==> src/rtl/pipe_stall_ctrl.sv <==
// Stall/flush sequencer for the 5-stage pipe: enables, bubbles and redirect are combinational from state and hazards.
// Zero-cycle decision latency; the FSM only remembers multi-cycle hazards (I/D refill, multiply).
module pipe_stall_ctrl #(
  parameter int MUL_LAT     = 4,
  parameter int STALL_CNT_W = 16
) (
  input  logic                   clk,
  input  logic                   reset,
  input  logic                   icache_miss,
  input  logic                   icache_ready,
  input  logic                   dcache_miss,
  input  logic                   dcache_ready,
  input  logic                   mul_start,
  input  logic                   load_use,
  input  logic                   branch_taken,
  output logic                   en_f,
  output logic                   en_d,
  output logic                   en_a,
  output logic                   en_m,
  output logic                   en_w,
  output logic                   bubble_d,
  output logic                   bubble_a,
  output logic                   bubble_m,
  output logic                   bubble_w,
  output logic                   redirect,
  output logic [STALL_CNT_W-1:0] stall_cycles
);

  typedef enum logic [1:0] {RUN, IMISS, DMISS, MUL} state_t;

  // Control word: {en_f,en_d,en_a,en_m,en_w, bubble_d,bubble_a,bubble_m,bubble_w, redirect}
  localparam logic [9:0] CTL_RUN   = 10'b11111_0000_0;
  localparam logic [9:0] CTL_DMISS = 10'b00001_0001_0;
  localparam logic [9:0] CTL_MUL   = 10'b00011_0010_0;
  localparam logic [9:0] CTL_BR    = 10'b11111_1100_1;
  localparam logic [9:0] CTL_LU    = 10'b00111_0100_0;
  localparam logic [9:0] CTL_IMISS = 10'b01111_1000_0;

  localparam logic [3:0] MUL_INIT   = 4'(MUL_LAT - 1);
  localparam logic       MUL_STALLS = (MUL_LAT > 1);

  state_t                 state_q, state_d;
  logic [3:0]             mul_cnt_q, mul_cnt_d;
  logic [STALL_CNT_W-1:0] stall_q;
  logic [9:0]             ctl;
  logic                   mul_go;

  assign mul_go = mul_start && MUL_STALLS;

  always_ff @(posedge clk or posedge reset) begin
    if (reset) begin
      state_q   <= RUN;
      mul_cnt_q <= 4'd0;
      stall_q   <= '0;
    end else begin
      state_q   <= state_d;
      mul_cnt_q <= mul_cnt_d;
      if (!en_f && (stall_q != {STALL_CNT_W{1'b1}}))
        stall_q <= stall_q + 1'b1;
    end
  end

  always_comb begin
    state_d   = state_q;
    mul_cnt_d = mul_cnt_q;
    case (state_q)
      RUN: begin
        if (dcache_miss) begin
          state_d = DMISS;
        end else if (mul_go) begin
          state_d   = MUL;
          mul_cnt_d = MUL_INIT;
        end else if (!branch_taken && !load_use && icache_miss) begin
          state_d = IMISS;
        end
      end
      IMISS: begin
        // A D-miss seen during a refill only takes over once the refill lands.
        if (dcache_miss) begin
          if (icache_ready) state_d = DMISS;
        end else if (mul_go) begin
          state_d = IMISS;
        end else if (branch_taken) begin
          state_d = RUN;
        end else if (!load_use && icache_ready) begin
          state_d = RUN;
        end
      end
      DMISS: begin
        if (dcache_ready) state_d = RUN;
      end
      MUL: begin
        if (mul_cnt_q > 4'd1) begin
          mul_cnt_d = mul_cnt_q - 4'd1;
        end else begin
          mul_cnt_d = 4'd0;
          state_d   = RUN;
        end
      end
      default: state_d = RUN;
    endcase
  end

  always_comb begin
    ctl = CTL_RUN;
    case (state_q)
      RUN: begin
        if (dcache_miss)       ctl = CTL_DMISS;
        else if (mul_go)       ctl = CTL_MUL;
        else if (branch_taken) ctl = CTL_BR;
        else if (load_use)     ctl = CTL_LU;
        else if (icache_miss)  ctl = CTL_IMISS;
      end
      IMISS: begin
        if (dcache_miss)       ctl = CTL_DMISS;
        else if (mul_go)       ctl = CTL_MUL;
        else if (branch_taken) ctl = CTL_BR;
        else if (load_use)     ctl = CTL_LU;
        else if (icache_ready) ctl = CTL_RUN;
        else                   ctl = CTL_IMISS;
      end
      DMISS: begin
        if (dcache_ready) ctl = branch_taken ? CTL_BR : CTL_RUN;
        else              ctl = CTL_DMISS;
      end
      MUL: begin
        // The release cycle never redirects: a multiply is not a branch.
        ctl = (mul_cnt_q > 4'd1) ? CTL_MUL : CTL_RUN;
      end
      default: ctl = CTL_RUN;
    endcase
  end

  assign {en_f, en_d, en_a, en_m, en_w, bubble_d, bubble_a, bubble_m, bubble_w, redirect} = ctl;
  assign stall_cycles = stall_q;

endmodule

==> config.mk <==
export PLATFORM = sky130hd
export DESIGN_NAME = pipe_stall_ctrl
export DESIGN_NICKNAME = d
export VERILOG_FILES = /design/src/rtl/pipe_stall_ctrl.sv
export SDC_FILE = /design/constraint.sdc
export NUM_CORES = 1
export LEC_CHECK = 0
export CELL_PAD_IN_SITES_DETAIL_PLACEMENT = 1
export CELL_PAD_IN_SITES_GLOBAL_PLACEMENT = 2
export CORE_ASPECT_RATIO = 1.2
export CORE_UTILIZATION = 32
export CTS_CLUSTER_DIAMETER = 50
export DETAILED_ROUTE_END_ITERATION = 7
export GPL_TIMING_DRIVEN = 0
export HOLD_SLACK_MARGIN = 0.08
export PLACE_DENSITY_LB_ADDON = 0.1
export SLEW_MARGIN = 20
export SYNTH_ARGS = -nofsm -noshare
export SYNTH_HDL_FRONTEND = slang
export SYNTH_SLANG_ARGS = --single-unit
==> constraint.sdc <==
create_clock -name clk -period 3.91 [get_ports clk]
set_input_delay 0.782 -clock clk [delete_from_list [all_inputs] [get_ports clk]]
set_output_delay 0.782 -clock clk [all_outputs]
set_load 0.02 [all_outputs]
==> impl_metrics.yaml <==
outcome:
  status: "finished clean"
timing:
  finalCriticalPeriod_ns: 3.613
  hold_violations: 0
  worst_pin_slew_ns: 0.9124
  rsz0062_at_grt: "no"
  setup_tns_ns: 0
  slew_violations: 0
  post-route-period-util_pct: 92.41
  clock.fmax_ghz: 0.2768
  relSlewSlack_pct: 39.11
  setup_violations: 0
  clock_skew_ns: 0.005221
  hold_slack_ns: 0.5282
pwr:
  p_total_uw: 1188
  power.switching_uw: 480.8
  p_per_area_nw_per_um2: 630.7
  leakagePower_uw: 0.0008496
  clkPwrFrac_pct: 18.3
  intPower_uw: 707.0
  combPwrFrac_pct: 50.5
  max-vdd-ir-drop_mv: 0.2799
  swShare_pct: 40.48
  pwr-share-seq_pct: 31.2
synthesis:
  ys_warn_count: 0
  syn_area_um2: 1411
  yosysSeqAreaShare_pct: 39.01
  synth_top_area_share_pct: 39.01
  synthCells: 142
  syn_nets: 154
  yosysMostFrequentCell: "dfrtp_1"
  synth_edf_count: 0
  ys_ff_latch: 22
  synth.avg_cell_area_um2: 9.939
  synthFlopType: "dfrtp_1"
  ys_top_cells_by_count: "dfrtp_1 (22), nor2_1 (15), xor2_1 (14), nor3_1 (9)"
  ys_types: 46
  yosysTopAreaCell: "dfrtp_1"
  async_reset_ff_share_pct: 100.0
  synth_area_leaders: "dfrtp_1 (39%), xor2_1 (8.7%), nor2_1 (4.0%)"
setup_path:
  required_ns: 3.13
  cp_max_fo: 10
  crit_path_frequent_cell: "clkdlybuf4s50_1"
  cpMaxStageDelayCell: "clkdlybuf4s50_1"
  cpPeakStageDelay_ns: 0.61
  start_kind: "input port"
  end_kind: "output pin"
  r2r_slack_ns: 1.93
  critical_path_class: "in2out"
  path_cells: "clkdlybuf4s50_1 -> nor3_2 -> o31ai_4 -> o21ai_4 -> buf_8 -> clkdlybuf4s50_1"
  crit_arrival_ns: 2.83
floorplan:
  core-area_um2: 4229
  die_w_um: 62.63
  core.rowCount: 26
  die_area_um2: 4681
  die_y_um: 74.75
  floorplan.io_pins: 35
  start_util_pct: 33.37
clock_network:
  ctsLongestPathBuffers: 2
  cts_resized: 0
  worst_skew_pair.late_latency_ns: 0.27
  tritoncts: "built"
  numClockSinks: 22
  cts_post_setup_buffers_inserted: 0
  h-tree-depth: 1
  cts_hold_buf: 0
  path_clk_slew_ns: 0.08
  cts_root_buf: "clkbuf_8"
  cts_made_buffers: 3
routing:
  dr.pass1.iters: 3
  drt-total-wl_mm: 3.675
  drc: 0
  vias: 1173
  routedWlPerCell_um: 15.64
  ant_nets: 0
  viasPerCell: 4.991
  first_iter_violations: 39
layout:
  drive_gt1_share_pct: 13.97
  register_area_um2: 550.5
  num_antenna_cells: 0
  finalNonFillerCells: 235
  nets: 192
  fillers: 492
  multiInputGateArea_um2: 793.3
  syn_to_final_growth_pct: 33.42
  fin_area_um2: 1883
run:
  maxCapViolCount: 0
placed_design:
  routabilityCongestion: 0.7575
  dp.cells: 231
  io_buffers: 33
  dpl-instance-area_um2: 1812
  post-dp-hpwl_mm: 2.802
global_route:
  grt_pass1_vias: 1283
  grt_pass1_wl_mm: 6.279
  grtUsageTotal_pct: 17.51
  gr-total-overflow: 0
  grt_max_degree: 23
  antenna_found_initial: 0
hold_path:
  hold_path_class: "reg2reg"
## per-layer routing
metal  routed length [µm]  global-route usage, %  up-vias
met5                    0                      0        -
met4                   54                  6.977        0
met3                   63                  2.576        4
met2                 2052                  34.30       14
met1                 1505                  19.12      582
li1                     -                      -      573
## stage by stage
step / util [%] / setup slack (ns)
floorplan: - / 1.228
global placement: 42.84 / 0.3102
detailed placement: 42.84 / 0.3151
CTS: 44.53 / 0.2962
global route: 44.53 / 0.1943
finish: 44.53 / 0.2969
## flip-flops by register name, indices dropped and copies added, names as in the netlist
name / flops
mul_cnt_q: 4
stall_cycles: 16
state_q: 2
## worst paths after layout
check	from	to	cells after the start
setup / recovery	mul_start	en_f	6
hold / removal	stall_cycles[15]$_DFFE_PP0P_	stall_cycles[15]$_DFFE_PP0P_	1
hold reg to reg	stall_cycles[15]$_DFFE_PP0P_	stall_cycles[15]$_DFFE_PP0P_	1
setup reg to reg	mul_cnt_q[0]$_DFFE_PP0P_	state_q[0]$_DFFE_PP0P_	7
min in group asynchronous	reset	mul_cnt_q[0]$_DFFE_PP0P_	2
max in group asynchronous	reset	state_q[1]$_DFFE_PP0P_	2
## placed cells by master (no fill, tap or decap), drive strengths merged, types with 2 or more instances in the layout
| cell | count |
|---|---|
| o31ai | 2 |
| inv | 9 |
| nand2 | 9 |
| a21o | 3 |
| nor2 | 16 |
| xor2 | 14 |
| ha | 3 |
| o21ai | 7 |
| mux2i | 3 |
| and3 | 5 |
| nand4 | 3 |
| clkbuf | 3 |
| a21boi | 2 |
| nor4 | 2 |
| nor3 | 13 |
| nand3 | 7 |
| dfrtp | 22 |
| nor4b | 2 |
| clkdlybuf4s50 | 33 |
| a21oi | 3 |
| buf | 3 |
## cell families after synthesis
logic type / share of synthesized area [%]
simple gates: 26.95
compound gates: 13.83
flops: 39.01
xor+xnor: 9.309
buf+inv: 4.787
mux: 3.191
fa+ha+maj: 2.660
other cells: 0.2657
## power by group through the flow
stage | clock [µW] | sequential, µW | combinational, µW
floorplan | 0 | 401 | 345
global placement | 0 | 372 | 591
global route | 236 | 381 | 661
detailed placement | 0 | 375 | 604
finish | 217 | 370 | 600
CTS | 226 | 371 | 608
## critical path, delay by kind of cell
family | cells | cell delay [ns]
buffers and inverters | 3 | 1.26
AO/OA/AOI/OAI | 2 | 0.40
AND/OR/NAND/NOR | 1 | 0.39
## final cells by class
cell class                      instances  share of cell area, %
Buffer                                  3                  1.794
Clock buffer                            3                  2.193
Clock inverter                          1                  1.595
Inverter                                9                  1.794
Multi-Input combinational cell        108                  42.13
Sequential cell                        22                  29.24
Tap cell                               56                  3.721
Timing Repair Buffer                   33                  17.54
(Power assumes the default switching activity.)
